$ cat src/rtl/tracking_iq_pkg.sv
// rtl/tracking_iq_pkg.sv - shared field layout of tracking I/Q dump words
// Used by tracking_iq_collector and by the downstream tracking_iq_fifo reader.
// Word layout, MSB first: {chan, ie, ip, il, qe, qp, ql}.
package tracking_iq_pkg;

    localparam int ACC_WIDTH  = 17;
    localparam int CHAN_WIDTH = 6;
    localparam int N_FIELDS   = 6;
    localparam int SLOT_WIDTH = N_FIELDS * ACC_WIDTH;
    localparam int WIDTH      = CHAN_WIDTH + SLOT_WIDTH;

    localparam int QL_LSB  = 0 * ACC_WIDTH;
    localparam int QP_LSB  = 1 * ACC_WIDTH;
    localparam int QE_LSB  = 2 * ACC_WIDTH;
    localparam int IL_LSB  = 3 * ACC_WIDTH;
    localparam int IP_LSB  = 4 * ACC_WIDTH;
    localparam int IE_LSB  = 5 * ACC_WIDTH;
    localparam int TAG_LSB = SLOT_WIDTH;

    typedef logic [ACC_WIDTH-1:0]  acc_t;
    typedef logic [CHAN_WIDTH-1:0] chan_t;
    typedef logic [SLOT_WIDTH-1:0] slot_t;
    typedef logic [WIDTH-1:0]      word_t;

    function automatic slot_t pack_slot(acc_t ie, acc_t ip, acc_t il,
                                        acc_t qe, acc_t qp, acc_t ql);
        return {ie, ip, il, qe, qp, ql};
    endfunction

    function automatic word_t pack_word(chan_t chan, slot_t slot);
        return {chan, slot};
    endfunction

    function automatic chan_t word_tag(word_t word);
        return word[TAG_LSB +: CHAN_WIDTH];
    endfunction

endpackage

$ cat src/rtl/tracking_rr_arbiter.sv
// rtl/tracking_rr_arbiter.sv - combinational round-robin request arbiter
// Ports:
//   request   in  N      per-channel request flags
//   enable    in  1      arbitration allowed this cycle
//   pointer   in  IDX_W  last granted index; search starts at pointer+1
//   grant     out N      one-hot grant (all zero when valid=0)
//   grant_idx out IDX_W  index of the granted channel
//   valid     out 1      a grant was issued
module tracking_rr_arbiter #(
    parameter int N     = 8,
    parameter int IDX_W = 3
) (
    input  logic [N-1:0]     request,
    input  logic             enable,
    input  logic [IDX_W-1:0] pointer,
    output logic [N-1:0]     grant,
    output logic [IDX_W-1:0] grant_idx,
    output logic             valid
);

    always_comb begin
        grant     = '0;
        grant_idx = '0;
        valid     = 1'b0;
        if (enable) begin
            // Walk from the farthest candidate back to pointer+1 so the
            // nearest requester after the pointer is the last to overwrite.
            for (int k = N; k >= 1; k--) begin
                if (request[(int'(pointer) + k) % N]) begin
                    valid     = 1'b1;
                    grant_idx = IDX_W'((int'(pointer) + k) % N);
                end
            end
        end
        if (valid) begin
            grant[grant_idx] = 1'b1;
        end
    end

endmodule

$ cat src/rtl/tracking_iq_collector.sv
// rtl/tracking_iq_collector.sv - per-channel I/Q dump capture and tagged FIFO writer
// Ports:
//   clock       in  1                  rising-edge clock
//   reset_n     in  1                  synchronous active-low reset
//   clear       in  1                  synchronous soft clear (tracking restart)
//   acc_valid   in  N_CHANNELS         one-cycle dump strobe per channel
//   acc_data    in  N_CHANNELS*6*ACC   per channel {ie,ip,il,qe,qp,ql}, channel 0 in LSBs
//   fifo_rdreq  in  1                  consumer read request (snooped)
//   fifo_empty  in  1                  FIFO empty flag
//   fifo_wrreq  out 1                  registered FIFO write strobe
//   fifo_data   out WIDTH              registered {chan, ie,ip,il,qe,qp,ql}
//   fifo_sclr   out 1                  registered FIFO synchronous clear
//   pending     out N_CHANNELS         slot-occupied flags
//   overflow    out N_CHANNELS         sticky dropped-dump flags
module tracking_iq_collector
    import tracking_iq_pkg::*;
#(
    parameter int N_CHANNELS = 8,
    parameter int ACC_WIDTH  = tracking_iq_pkg::ACC_WIDTH,
    parameter int CHAN_WIDTH = tracking_iq_pkg::CHAN_WIDTH,
    parameter int WIDTH      = CHAN_WIDTH + N_FIELDS * ACC_WIDTH,
    parameter int DEPTH      = 4
) (
    input  logic                                  clock,
    input  logic                                  reset_n,
    input  logic                                  clear,
    input  logic [N_CHANNELS-1:0]                 acc_valid,
    input  logic [N_CHANNELS*N_FIELDS*ACC_WIDTH-1:0] acc_data,
    input  logic                                  fifo_rdreq,
    input  logic                                  fifo_empty,
    output logic                                  fifo_wrreq,
    output logic [WIDTH-1:0]                      fifo_data,
    output logic                                  fifo_sclr,
    output logic [N_CHANNELS-1:0]                 pending,
    output logic [N_CHANNELS-1:0]                 overflow
);

    localparam int SLOT_W = N_FIELDS * ACC_WIDTH;
    localparam int IDX_W  = (N_CHANNELS > 1) ? $clog2(N_CHANNELS) : 1;
    localparam int CRED_W = $clog2(DEPTH + 1);

    localparam logic [CRED_W-1:0] CRED_FULL = CRED_W'(DEPTH);
    localparam logic [CRED_W-1:0] CRED_ONE  = CRED_W'(1);
    localparam logic [IDX_W-1:0]  PTR_INIT  = IDX_W'(N_CHANNELS - 1);

    logic [SLOT_W-1:0]     slot [N_CHANNELS];
    logic [CRED_W-1:0]     credits;
    logic [IDX_W-1:0]      rr_ptr;
    logic [N_CHANNELS-1:0] grant;
    logic [IDX_W-1:0]      grant_idx;
    logic                  grant_valid;
    logic                  credit_ret;
    logic                  credit_ok;
    logic [N_CHANNELS-1:0] capture;
    logic [N_CHANNELS-1:0] dropped;

    // Credits are the only view of FIFO fullness; a word may be granted only
    // while at least one registered credit remains.
    assign credit_ok  = (credits != '0);
    assign credit_ret = fifo_rdreq & ~fifo_empty;

    tracking_rr_arbiter #(
        .N     (N_CHANNELS),
        .IDX_W (IDX_W)
    ) u_arbiter (
        .request   (pending),
        .enable    (credit_ok),
        .pointer   (rr_ptr),
        .grant     (grant),
        .grant_idx (grant_idx),
        .valid     (grant_valid)
    );

    // A slot being drained this cycle is free to take a new dump; otherwise an
    // occupied slot keeps its old data and the new dump is dropped.
    assign capture = acc_valid & (~pending | grant);
    assign dropped = acc_valid & pending & ~grant;

    always_ff @(posedge clock) begin
        for (int c = 0; c < N_CHANNELS; c++) begin
            if (capture[c]) begin
                slot[c] <= acc_data[c*SLOT_W +: SLOT_W];
            end
        end
    end

    always_ff @(posedge clock) begin
        if (!reset_n || clear) begin
            pending    <= '0;
            overflow   <= '0;
            fifo_wrreq <= 1'b0;
            fifo_data  <= '0;
            fifo_sclr  <= 1'b1;
            credits    <= CRED_FULL;
            rr_ptr     <= PTR_INIT;
        end else begin
            fifo_sclr  <= 1'b0;
            pending    <= (pending & ~grant) | acc_valid;
            overflow   <= overflow | dropped;
            fifo_wrreq <= grant_valid;
            if (grant_valid) begin
                fifo_data <= {CHAN_WIDTH'(grant_idx), slot[grant_idx]};
                rr_ptr    <= grant_idx;
            end
            if (credit_ret && !grant_valid) begin
                credits <= credits + CRED_ONE;
            end else if (!credit_ret && grant_valid) begin
                credits <= credits - CRED_ONE;
            end
        end
    end

    // A read returning a credit while already at DEPTH means the consumer
    // read more words than were ever written.
    always_ff @(posedge clock) begin
        if (reset_n && !clear) begin
            assert (!(credit_ret && !grant_valid && credits == CRED_FULL));
        end
    end

endmodule

$ cat config.mk
export PLATFORM = sky130hd
export DESIGN_NAME = tracking_iq_collector
export DESIGN_NICKNAME = d
export VERILOG_FILES = /design/src/rtl/tracking_iq_pkg.sv /design/src/rtl/tracking_rr_arbiter.sv /design/src/rtl/tracking_iq_collector.sv
export SDC_FILE = /design/constraint.sdc
export NUM_CORES = 1
export LEC_CHECK = 0
export CAP_MARGIN = 20
export CORE_AREA = 2 2 368 370
export CTS_CLUSTER_DIAMETER = 50
export DETAILED_ROUTE_END_ITERATION = 12
export DIE_AREA = 0 0 370 372
export PLACE_DENSITY = 0.51
export SLEW_MARGIN = 0
export SYNTH_ARGS = -nofsm -noshare
export SYNTH_HDL_FRONTEND = slang
export SYNTH_SLANG_ARGS = --single-unit
export TNS_END_PERCENT = 100
$ cat constraint.sdc
create_clock -name clock -period 17.9 [get_ports clock]
set_input_delay 2.685 -clock clock [delete_from_list [all_inputs] [get_ports clock]]
set_output_delay 2.685 -clock clock [all_outputs]
set_load 0.01 [all_outputs]
After elaboration in Yosys (flattened, before gate mapping)
Memory sizes are Yosys's and may differ from the RTL's. A register that Yosys moved wholly into a read port is not among the register bits.
Index checks and enable logic that the tools add are counted.

operators by class
  add/subtract/negate cells = 10
  muxes and demuxes = 64
  reductions and logical operators = 17
  bitwise gates (word level) = 19
  order comparisons = 10

operator list
  cell                                                                   count
  1-bit 2-to-1 mux                                                       43
  4-bit by 5-bit < comparator with 1-bit output, second input constant   8
  3-bit 2-to-1 mux                                                       11
  8-bit AND                                                              4
  1-bit binary-select mux with 3-bit select                              8
  8-bit bitwise OR                                                       3
  3-bit OR reduction                                                     8
  8-bit inverter                                                         2
  3-bit adder, second input constant                                     4
  3-bit by 1-bit adder with 3-bit output, second input constant          3
  1-bit AND, first input constant                                        8
  8-bit 2-to-1 mux                                                       1
  3-bit by 2-bit adder with 3-bit output, second input constant          2
  3-bit by 4-bit < comparator with 1-bit output, second input constant   1
  1-bit demux with 3-bit select                                          1
  3-bit by 1-bit >= comparator with 1-bit output, second input constant  1
  1-bit logical AND                                                      3
  1-bit logical NOT                                                      3
  3-bit nonzero test                                                     1
  3-bit by 1-bit subtractor with 3-bit output, second input constant     1
  2-bit nonzero test                                                     1
  1-bit AND                                                              1
  1-bit logical OR                                                       1
  1-bit inverter                                                         1

storage, ports and cells
  bits in registers = 129
  output and inout bits = 126
  bits of input ports = 829
  RAM bits = 816
  memories kept = 1

memories
  name  depth  width  read ports  clocked after memory_dff  write ports  line                         source
  slot  8      102    1           1                         8            tracking_iq_collector.sv:46  logic [SLOT_W-1:0] slot [N_CHANNELS];

Logic depth before layout (Yosys ltp)
Gate-level depths: netlist of run 1.

  depth in word-level cells = 24
  mapped depth = 19
  gate-level depth less buffers = 14

Modules after synthesis
Synthesis of run 1 repeated with hierarchy kept, for this count alone.

second synthesis, totals
  cells, all modules = 1987
  area total of the unflattened synthesis = 37028.0 um^2

by module, submodules not included
  module                 times used  area each (um^2)  cells an instance  seq. area each (um^2)
  tracking_iq_collector  1           35900.7           1854               27086.0
  tracking_rr_arbiter    1           1127.3            133                0.0

Worst setup path after synthesis of run 1
Ideal clock, no wire load.

  path type = register to register
  start = register rr_ptr[0]
  end = memory slot[1][0] (netlist name) (enable)
  required time = 17324 ps
  arrival = 7807 ps
  slack = 9517 ps
  setup time = 576 ps
  path buffers = 7
  stages on the path, launching flop included = 18
  path through = dfxtp_1 -> buf_6 -> buf_6 -> inv_1 -> ha_1 -> buf_2 -> mux4_2 -> mux2i_1 -> o31a_1 -> a21o_1 -> nand4_1 -> buf_4 -> nand2b_4 -> buf_6 -> buf_6 -> buf_4 -> o21a_1 -> nor2b_1

RTL lines
  item                    line                          source
  from (decl)             tracking_iq_collector.sv:48   logic [IDX_W-1:0] rr_ptr;
  from (signal assigned)  tracking_iq_collector.sv:103  rr_ptr <= grant_idx;
  to (decl)               tracking_iq_collector.sv:46

Worst setup path after layout of run 1
  start = register rr_ptr[0]
  end = register fifo_data[90], read port of slot

between the ends
  cells in the longest elaborated chain, start to end = 13

RTL lines
  item                                                                       line                                                  source
  3-bit by 1-bit adder with 3-bit output                                     tracking_rr_arbiter.sv:29, tracking_rr_arbiter.sv:31
  1-bit binary-select mux with 3-bit select                                  tracking_rr_arbiter.sv:29                             if (request[(int'(pointer) + k) % N]) begin
  1-bit 2-to-1 mux (not written as such) (2 in series)                       tracking_rr_arbiter.sv:29
  3-bit 2-to-1 mux / 1-bit 2-to-1 mux (equally long branches) (8 in series)  tracking_rr_arbiter.sv:29
  3-bit 2-to-1 mux / 1-bit 2-to-1 mux (equally long branches)                tracking_rr_arbiter.sv:25                             if (enable) begin
  to (decl)                                                                  tracking_iq_collector.sv:32                           output logic [WIDTH-1:0] fifo_data,

Several ways; a longest one is shown, not always the timed one. The select of a mux whose other input is x is not followed.
A chain may end at the register's enable or synchronous reset.

==> results of run 1 <==
==> power by group through the flow <==
stage          Clock (mW)  Combinational, mW  Sequential [mW]
5_1_grt              2.60               6.23             2.84
3_3_place_gp            0               5.80             2.86
6_report             2.48               5.77             2.82
2_1_floorplan           0               3.71             2.88
3_5_place_dp            0               5.85             2.86
4_1_cts              2.52               5.86             2.82
==> metal layers <==
layer / track usage, % / vias up / wire length, um
li1: - / 11540 / -
met1: 26.82 / 12960 / 62100
met2: 33.63 / 1070 / 70680
met3: 3.747 / 173 / 9303
met4: 6.848 / 8 / 3842
met5: 0 / - / 54
==> layout by cell type, fill, tap and decap left out, types with 5 or more instances in the layout <==
master / synthesis / routed
clkbuf_16: 0 / 120
clkinvlp_4: 0 / 10
inv_1: 10 / 10
a31oi_1: 103 / 103
o21a_1: 7 / 7
and2_1: 92 / 89
bufinv_16: 0 / 13
inv_8: 0 / 9
mux2i_1: 129 / 129
a32oi_1: 86 / 86
edfxtp_1: 816 / 816
nor2_1: 125 / 125
mux2_1: 17 / 17
clkbuf_1: 85 / 15
o21ai_0: 104 / 104
diode_2: 0 / 26
mux4_2: 9 / 9
or3_1: 19 / 19
clkdlybuf4s50_1: 0 / 951
nor2b_4: 0 / 8
clkbuf_8: 0 / 6
o22a_1: 16 / 16
a21oi_1: 16 / 16
a22o_1: 86 / 86
clkinv_2: 0 / 22
nand2b_1: 6 / 5
clkinv_1: 1 / 11
inv_6: 0 / 8
o211ai_1: 20 / 20
a211oi_1: 86 / 86
clkinv_4: 0 / 8
dfxtp_1: 129 / 129
nand2_1: 379 / 379
buf_4: 31 / 46
==> state kept, by name, indices dropped and copies added (netlist names) <==
name / flops
fifo_sclr: 1
rr_ptr: 3
pending: 8
fifo_data: 105
slot: 816
fifo_wrreq: 1
credits: 3
overflow: 8
==> path summary, 6_finish.rpt <==
kind                               startpoint                          end  slack, ns  depth (start not counted)
hold / removal    fifo_data[102]$_SDFFE_PP0P_  fifo_data[102]$_SDFFE_PP0P_       0.47                          2
setup reg to reg       rr_ptr[0]$_SDFFE_PP1P_   fifo_data[90]$_SDFFE_PP0P_      10.24                         15
setup / recovery       rr_ptr[0]$_SDFFE_PP1P_   fifo_data[90]$_SDFFE_PP0P_      10.24                         15
hold reg to reg   fifo_data[102]$_SDFFE_PP0P_  fifo_data[102]$_SDFFE_PP0P_       0.47                          2
==> final cells by class <==
class / count / area (um^2) / share of cell area, %
timing repair buffer: 1000 / 9932 / 19.01
inverter: 11 / 41.29 / 0.07902
antenna: 26 / 65.06 / 0.1245
multi-input combinational: 1377 / 8800 / 16.84
clock buffer: 141 / 3142 / 6.012
sequential: 945 / 27090 / 51.84
tap: 1781 / 2228 / 4.265
clock inverter: 86 / 959.7 / 1.837
==> worst max-delay path: stages (launching register included) <==
cell and delay (ns):
dfxtp_1 0.95, inv_1 0.34, ha_1 0.77, mux4_2 0.65
mux2i_1 0.31, o31a_1 0.24, o2111ai_1 0.11, nand4_1 0.10
buf_4 0.38, nand2b_4 0.68, buf_4 0.77, buf_4 0.65
buf_4 0.85, mux2i_1 0.28, a32oi_1 0.08, a22o_1 0.23
==> kinds of logic (layout without fill, tap and decap cells) <==
family                   Yosys count  count (layout)  share of synthesized area (%)
AO/OA/AOI/OAI                    557             557                          10.95
XOR/XNOR                           6               6                         0.1429
AND/OR/NAND/NOR                  648             648                          7.627
buffers and inverters            193            1238                          2.722
multiplexers                     159             159                          4.749
other                              1              29                        0.01020
adder cells (fa/ha/maj)            4               4                         0.1565
flip-flops                       945             945                          73.65
==> through the flow <==
step,hold WS (ns),total power [mW],util (%)
after detailed placement,0.4582,8.712,35.81
after global placement,0.4456,8.667,35.79
after global routing,0.4935,11.67,38.91
after floorplan,0.4805,6.593,-
after CTS,0.4699,11.21,38.86
final,0.4717,11.07,38.91
==> flow_summary.yaml, run 1 <==
pwr:
  p_sw_mw: 5.038
  swShare_pct: 45.50
  clockPowerShare_pct: 22.4
  irDropWorstVdd_mv: 0.2597
  seq_power_share_pct: 25.5
  share_comb_of_total_power_pct: 52.1
  p_leak_nw: 18.55
  p_int_mw: 6.035
  power_density_mw_per_mm2: 211.9
timing:
  max_freq_ghz: 0.1306
  fin_ws_ns: 10.24
  tns_ns: 0
  slew_violations: 0
  hold_violations: 0
  finalSetupViolations: 0
  tightest_slew_ns: 1.114
  period_minus_slack_ns: 7.656
  fin_crit_sh_pct: 42.77
  relSlewSlack_pct: 25.72
  skew_ns: 0.03368
  rsz0062_at_grt: "false"
setup_path:
  worstSetupEndpointType: "flop"
  worstPathArrival_ns: 8.26
  crit_path_start_kind: "flop"
  crit_type: "reg2reg"
  worstPathRequired_ns: 18.50
  critPathMaxFanout: 79
synth:
  synth_area_leaders: "edfxtp_1, dfxtp_1, nand2_1, mux2i_1, a22o_1"
  avgSynthCellArea_um2: 14.64
  synth_top_area_cell: "edfxtp_1"
  netlist_area_mm2: 0.03678
  yosys.cell_count.top_type: "edfxtp_1"
  synth-seq-cells: 945
  synth_edf_count: 816
  synth_commonest_cells: "edfxtp_1, nand2_1, dfxtp_1, mux2i_1, nor2_1"
  synth_cell_types: 70
  synthCells: 2513
  yosysWarnings: 0
  synthFlopType: "edfxtp_1"
  ys_seq_area_share_pct: 73.65
  async_flop_share_pct: 0
  synth_top_area_share_pct: 66.62
floorplan:
  die_x_um: 370
  die_area_mm2: 0.1376
  dieHeight_um: 372
  start_util_pct: 27.39
  num_io_pins: 955
  core-area_mm2: 0.1343
  rows: 135
cts:
  ctsHtreeMaxLevel: 3
  cts_made_buffers: 119
  cts-root-buf: "clkbuf_16"
  postCtsSetupBuffers: 0
  postCtsResizedCells: 0
  cts-hold-fix-buffers: 0
  cts_sinks: 945
  cts_tree: "done"
  clk_pin_slew_ns: 0.06
  cts_buffer_depth: 3
  clk_latency_ns: 0.73
layout:
  drive_gt1_share_pct: 8.034
  finalNetCount: 4287
  fillerInstances: 12650
  areaGrowthSynthToFinish_pct: 42.08
  final_area_mm2: 0.05225
  finalNonFillerCells: 5367
drt:
  routedWlPerCell_um: 27.20
  drtIter0Drc: 2147
  drc_errors: 0
  first_pass_iters: 7
  drtAntennaViolNets: 0
  wl_mm: 146.0
  vias: 25750
  via_per_inst: 4.798
placement:
  dp_cells: 5114
  place.gp.congestion: 0.8587
  io_buffers: 951
  place_area_mm2: 0.04809
  place_worst_setup_slack_ns: 10.17
  dpl.hpwl_mm: 101.4
hold_path:
  hp-class: "reg2reg"
global_route:
  grt_max_degree: 131
  antenna_found_initial: 30
  grt_pass1_vias: 25740
  grt_pass1_wl_mm: 199.1
  track_usage_pct: 20.35
  gr-total-overflow: 0
status:
  status: "finished clean"
run:
  drv_cap: 0
Power figures use the tool's default switching activity.
==> inputs of run 2 (changes only) <==
--- a/config.mk
+++ b/config.mk
@@ -6,11 +6,11 @@
 export NUM_CORES = 1
 export LEC_CHECK = 0
 export CAP_MARGIN = 20
-export CORE_AREA = 2 2 368 370
+export CORE_AREA = 2 2 370 372
 export CTS_CLUSTER_DIAMETER = 50
 export DETAILED_ROUTE_END_ITERATION = 12
-export DIE_AREA = 0 0 370 372
-export PLACE_DENSITY = 0.51
+export DIE_AREA = 0 0 372 374
+export PLACE_DENSITY = 0.53
 export SLEW_MARGIN = 0
 export SYNTH_ARGS = -nofsm -noshare
 export SYNTH_HDL_FRONTEND = slang
==> constraint.sdc (replaced) <==
create_clock -name clock -period 6.4 [get_ports clock]
set_input_delay 0.96 -clock clock [delete_from_list [all_inputs] [get_ports clock]]
set_output_delay 0.96 -clock clock [all_outputs]
set_load 0.01 [all_outputs]
==> run 2 against run 1 <==
Via count is 0.32% higher. Combinational power increased to 2.9 times the previous value. Non-clock buffer count rose by 17. First-iteration DRC count up 34%. Critical path depth shrank 2. Cell count is essentially flat. Wire length shrank 1.2%. Largest power group unchanged.
==> flow_summary.yaml, run 2 (synthesized netlist as in run 1, its figures left out) <==
status:
  status: "finished clean"
global_route:
  gr-total-overflow: 0
  grt_pass1_vias: 25600
  grt_max_degree: 135
  track_usage_pct: 19.97
  grt_pass1_wl_mm: 195.6
  antenna_found_initial: 33
floorplan:
  start_util_pct: 27.25
  rows: 135
  dieHeight_um: 374
  die_x_um: 372
  die_area_mm2: 0.1391
  num_io_pins: 955
  core-area_mm2: 0.1350
timing:
  rsz0062_at_grt: "false"
  period_minus_slack_ns: 5.221
  slew_violations: 0
  tightest_slew_ns: 1.067
  fin_crit_sh_pct: 81.58
  skew_ns: 0.04963
  relSlewSlack_pct: 28.85
  tns_ns: 0
  fin_hold_ws_ns: 0.4878
  max_freq_ghz: 0.1915
  hold_violations: 0
  finalSetupViolations: 0
layout:
  finalNetCount: 4298
  reg_top3: "slot: 816 flops, fifo_data: 105 flops"
  areaGrowthSynthToFinish_pct: 42.52
  regMostFlops: "slot"
  most-common-layout-cells: "clkdlybuf4s50_1, edfxtp_1, nand2_1"
  final_common_cell: "clkdlybuf4s50_1"
  fillerInstances: 12650
  drive_gt1_share_pct: 7.889
  largest_reg_flops: 816
drt:
  drc_errors: 0
  drtAntennaViolNets: 0
  drtIter0Drc: 2872
  wl_mm: 144.3
  routedWlPerCell_um: 26.89
  via_per_inst: 4.815
  vias: 25830
  first_pass_iters: 6
pwr:
  swShare_pct: 45.32
  power_density_mw_per_mm2: 593.3
  p_leak_nw: 18.62
  share_comb_of_total_power_pct: 53.4
  seq_power_share_pct: 25.4
  irDropWorstVdd_mv: 1.035
  p_sw_mw: 14.09
  p_int_mw: 17.00
  clockPowerShare_pct: 21.2
hold_path:
  whs_path_depth: 2
  hp-class: "reg2reg"
  hold_end: "overflow[0]$_SDFF_PP0_"
  min_from: "overflow[0]$_SDFF_PP0_"
setup_path:
  worst_path_max_delay_cell: "a31oi_1"
  cp_num_buf_inv: 3
  crit_path_start_kind: "flop"
  worstSetupEndpointType: "flop"
  slowest_delay_ns: 0.80
  r2r_start: "rr_ptr[0]$_SDFFE_PP1P_"
  worstPathArrival_ns: 5.89
  crit_type: "reg2reg"
  rrSetupSlack_ns: 1.18
  timing.rr.end: "fifo_data[49]$_SDFFE_PP0P_"
  path_delay_family: "compound AO/OA/AOI/OAI gates"
  reg2reg_depth: 13
  critPathMaxFanout: 82
  worstPathRequired_ns: 7.06
  crit_chain: "buf_4 > inv_1 > ha_1 > mux4_2 > mux2i_1 > o31a_1 > o2111ai_1 > nand4_1 > nand2b_4 > buf_12 > a211oi_1 > a31oi_1 > a22o_1"
cts:
  clk_latency_ns: 0.76
  cts_made_buffers: 113
  cts-root-buf: "clkbuf_16"
  postCtsResizedCells: 0
  cts-hold-fix-buffers: 0
  cts_tree: "done"
  postCtsSetupBuffers: 0
  ctsHtreeMaxLevel: 3
  cts_sinks: 945
  clk_pin_slew_ns: 0.06
  cts_buffer_depth: 3
placement:
  place.gp.congestion: 0.8733
  dpl.hpwl_mm: 102.4
  io_buffers: 951
run:
  drv_cap: 0
run 2: routing by layer:
metal	part of all wire [%]	routed length (um)	GRT usage (%)	up-vias
met5	0.067	96	0	-
met4	2.8	3984	6.824	14
met3	7.2	10410	4.006	203
met2	49	69990	32.78	1224
met1	41	59800	26.15	12850
li1	-	-	-	11540
run 2: power groups by stage:
stage / Clock (mW) / Combinational, mW / Sequential [mW]
after detailed placement: 0 / 16.7 / 8.00
after CTS: 6.72 / 16.7 / 7.88
final: 6.59 / 16.6 / 7.89
after floorplan: 0 / 10.4 / 8.01
after global placement: 0 / 16.6 / 8.00
after global routing: 6.94 / 17.8 / 7.94
run 2: through the flow:
stage               setup slack, ns  total power, mW  util (%)  cells  cell area [um^2]
finish                        1.179            31.10     38.84   5365             52420
global route                  1.024            32.69     38.84   5364             52420
CTS                           1.338            31.33     38.79   5342             52360
detailed placement            1.360            24.67     35.94   5130             48500
global placement              1.316            24.60     35.94   5130             48500
floorplan                   0.01658            18.40         -   2515             36800
run 2: worst max-delay path by stage:
| stage | from | to | slack [ns] | cells after the start |
|---|---|---|---|---|
| finish | rr_ptr[0]$_SDFFE_PP1P_ | fifo_data[49]$_SDFFE_PP0P_ | 1.18 | 13 |
| global route | rr_ptr[0]$_SDFFE_PP1P_ | fifo_data[58]$_SDFFE_PP0P_ | 1.02 | 14 |
| CTS | rr_ptr[0]$_SDFFE_PP1P_ | fifo_data[58]$_SDFFE_PP0P_ | 1.34 | 14 |
| detailed placement | rr_ptr[0]$_SDFFE_PP1P_ | fifo_data[49]$_SDFFE_PP0P_ | 1.36 | 13 |
| global placement | rr_ptr[0]$_SDFFE_PP1P_ | fifo_data[49]$_SDFFE_PP0P_ | 1.32 | 13 |
| floorplan | rr_ptr[0]$_SDFFE_PP1P_ | slot[1][0]$_DFFE_PP_ | 0.02 | 17 |
run 2: cell type report:
type	count	area [um^2]	share of cell area, %
inverter	11	41.29	0.07877
timing repair buffer	1017	10350	19.75
sequential	945	27090	51.67
clock buffer	146	3092	5.898
multi-input combinational	1377	8800	16.79
clock inverter	66	765.7	1.461
antenna	22	55.05	0.1050
tap	1781	2228	4.251
run 2: worst min-delay path, cell delays in order (launching register included):
cell	delay, ns
dfxtp_1	0.33
a21oi_1	0.04
nor2_1	0.08
==> inputs of run 3 (changes only) <==
==> constraint.sdc (replaced) <==
create_clock -name clock -period 4.65 [get_ports clock]
set_input_delay 0.6975 -clock clock [delete_from_list [all_inputs] [get_ports clock]]
set_output_delay 0.6975 -clock clock [all_outputs]
set_load 0.01 [all_outputs]
==> run 3 against run 2 <==
Die area stayed put. Non-clock buffer count is 34 higher. Via count is 0.33% higher. Global-route usage is 0.059 points lower. First-iteration DRC count is 19% lower. Wire length is 0.22% lower. Largest power group unchanged.
==> flow_summary.yaml, run 3 (synthesized netlist as in run 1, its figures left out) <==
layout:
  reg_top3: "slot: 816 flops, fifo_data: 105 flops"
  drive_gt1_share_pct: 9.466
  final_area_mm2: 0.05322
  regArea_mm2: 0.02709
  multiInputGateArea_mm2: 0.008856
  regMostFlops: "slot"
  finalNetCount: 4339
  final_core_util_pct: 39.44
  final_common_cell: "clkdlybuf4s50_1"
  fillerInstances: 12640
  areaGrowthSynthToFinish_pct: 44.72
  most-common-layout-cells: "clkdlybuf4s50_1, edfxtp_1, nand2_1"
  largest_reg_flops: 816
timing:
  tightest_slew_ns: 0.9128
  slew_violations: 0
  hold_violations: 0
  finalSetupViolations: 0
  max_freq_ghz: 0.2385
  skew_ns: 0.05393
  fin_crit_sh_pct: 90.16
  fin_hold_ws_ns: 0.4538
  tns_ns: 0
  fin_ws_ns: 0.4578
  rsz0062_at_grt: "false"
  relSlewSlack_pct: 39.14
  period_minus_slack_ns: 4.192
drt:
  routedWlPerCell_um: 26.61
  drtIter0Drc: 2323
  first_pass_iters: 6
  via_per_inst: 4.791
  vias: 25920
  drtAntennaViolNets: 0
  drc_errors: 0
  wl_mm: 144.0
placement:
  io_buffers: 951
  place_area_mm2: 0.04899
  place.gp.congestion: 0.8818
  dpl.hpwl_mm: 103.7
  place_worst_setup_slack_ns: 0.4692
cts:
  clk_latency_ns: 0.75
  cts-hold-fix-buffers: 0
  clk_pin_slew_ns: 0.06
  cts-root-buf: "clkbuf_16"
  cts_sinks: 945
  ctsHtreeMaxLevel: 3
  postCtsResizedCells: 0
  cts_tree: "done"
  postCtsSetupBuffers: 0
  cts_made_buffers: 120
  cts_buffer_depth: 3
hold_path:
  whs_path_depth: 2
  min_from: "fifo_data[102]$_SDFFE_PP0P_"
  hp-class: "reg2reg"
  hold_end: "fifo_data[102]$_SDFFE_PP0P_"
setup_path:
  crit_path_start_kind: "flop"
  critPathMaxFanout: 52
  worstSetupEndpointType: "flop"
  crit_chain: "inv_1 > ha_4 > mux4_2 > mux2i_2 > o2111ai_1 > a311oi_1 > o31a_2 > nor2b_2 > a31oi_4 > nor2b_4 > buf_12"
  crit_type: "reg2reg"
  rrSetupSlack_ns: 0.46
  crit_start: "rr_ptr[1]$_SDFFE_PP1P_"
  timing.rr.end: "slot[6][80]$_DFFE_PP_"
  reg2reg_depth: 11
  slowest_delay_ns: 0.62
  worstPathRequired_ns: 5.00
  worst_path_max_delay_cell: "mux4_2"
  worstPathArrival_ns: 4.54
  r2r_start: "rr_ptr[1]$_SDFFE_PP1P_"
pwr:
  p_leak_nw: 19.00
  irDropWorstVdd_mv: 1.194
  power_density_mw_per_mm2: 837.2
global_route:
  grt_max_degree: 61
  track_usage_pct: 19.91
  grt_pass1_wl_mm: 196.2
  gr-total-overflow: 0
  grt_pass1_vias: 25920
  antenna_found_initial: 22
floorplan:
  rows: 135
  die_x_um: 372
  core-area_mm2: 0.1350
  start_util_pct: 27.25
  die_area_mm2: 0.1391
  num_io_pins: 955
  dieHeight_um: 374
run:
  drv_cap: 0
status:
  status: "finished clean"
[run 3: cell type report]
type	count	share of cell area, %
clock inverters	89	1.986
multi-input cells	1377	16.64
inverters	11	0.08698
well taps	1781	4.187
flip-flops and latches	945	50.89
repair buffers	1051	20.24
clock buffers	140	5.898
diodes	16	0.07523
[run 3: where the power goes]
group          internal, mW  switching, mW
sequential             10.5          0.369
clock                  5.79           3.90
combinational          8.50           15.6
[run 3: how the worst max path moves through the flow]
stage | end | slack, ns | depth (start not counted)
2_1_floorplan | slot[1][0]$_DFFE_PP_ | -0.36 | 17
3_3_place_gp | fifo_data[65]$_SDFFE_PP0P_ | 0.53 | 13
3_5_place_dp | slot[6][90]$_DFFE_PP_ | 0.47 | 11
4_1_cts | slot[6][80]$_DFFE_PP_ | 0.47 | 11
5_1_grt | slot[6][80]$_DFFE_PP_ | 0.23 | 11
6_report | slot[6][80]$_DFFE_PP_ | 0.46 | 11
[run 3: metrics by stage]
stage | instances | power (mW)
final | 5410 | 44.56
after detailed placement | 5165 | 35.29
after floorplan | 2515 | 25.47
after CTS | 5394 | 45.10
after global placement | 5165 | 35.17
after global routing | 5409 | 46.87
[run 3: worst max-delay path: cells and delay by family, from the launching register on]
family	cells	cell delay, ns
AND/OR/NAND/NOR	2	0.68
AO/OA/AOI/OAI	4	0.98
buffers and inverters	2	0.37
flip-flops	1	0.32
multiplexers	2	0.93
adder cells (fa/ha/maj)	1	0.40
[run 3: per-layer routing]
| layer | up-vias | global-route usage [%] | wire length, um |
|---|---|---|---|
| met3 | 169 | 3.996 | 9523 |
| met2 | 1101 | 34.14 | 72380 |
| met1 | 13000 | 25.13 | 58770 |
| li1 | 11640 | - | - |
| met4 | 12 | 6.026 | 3232 |
| met5 | - | 0 | 72 |
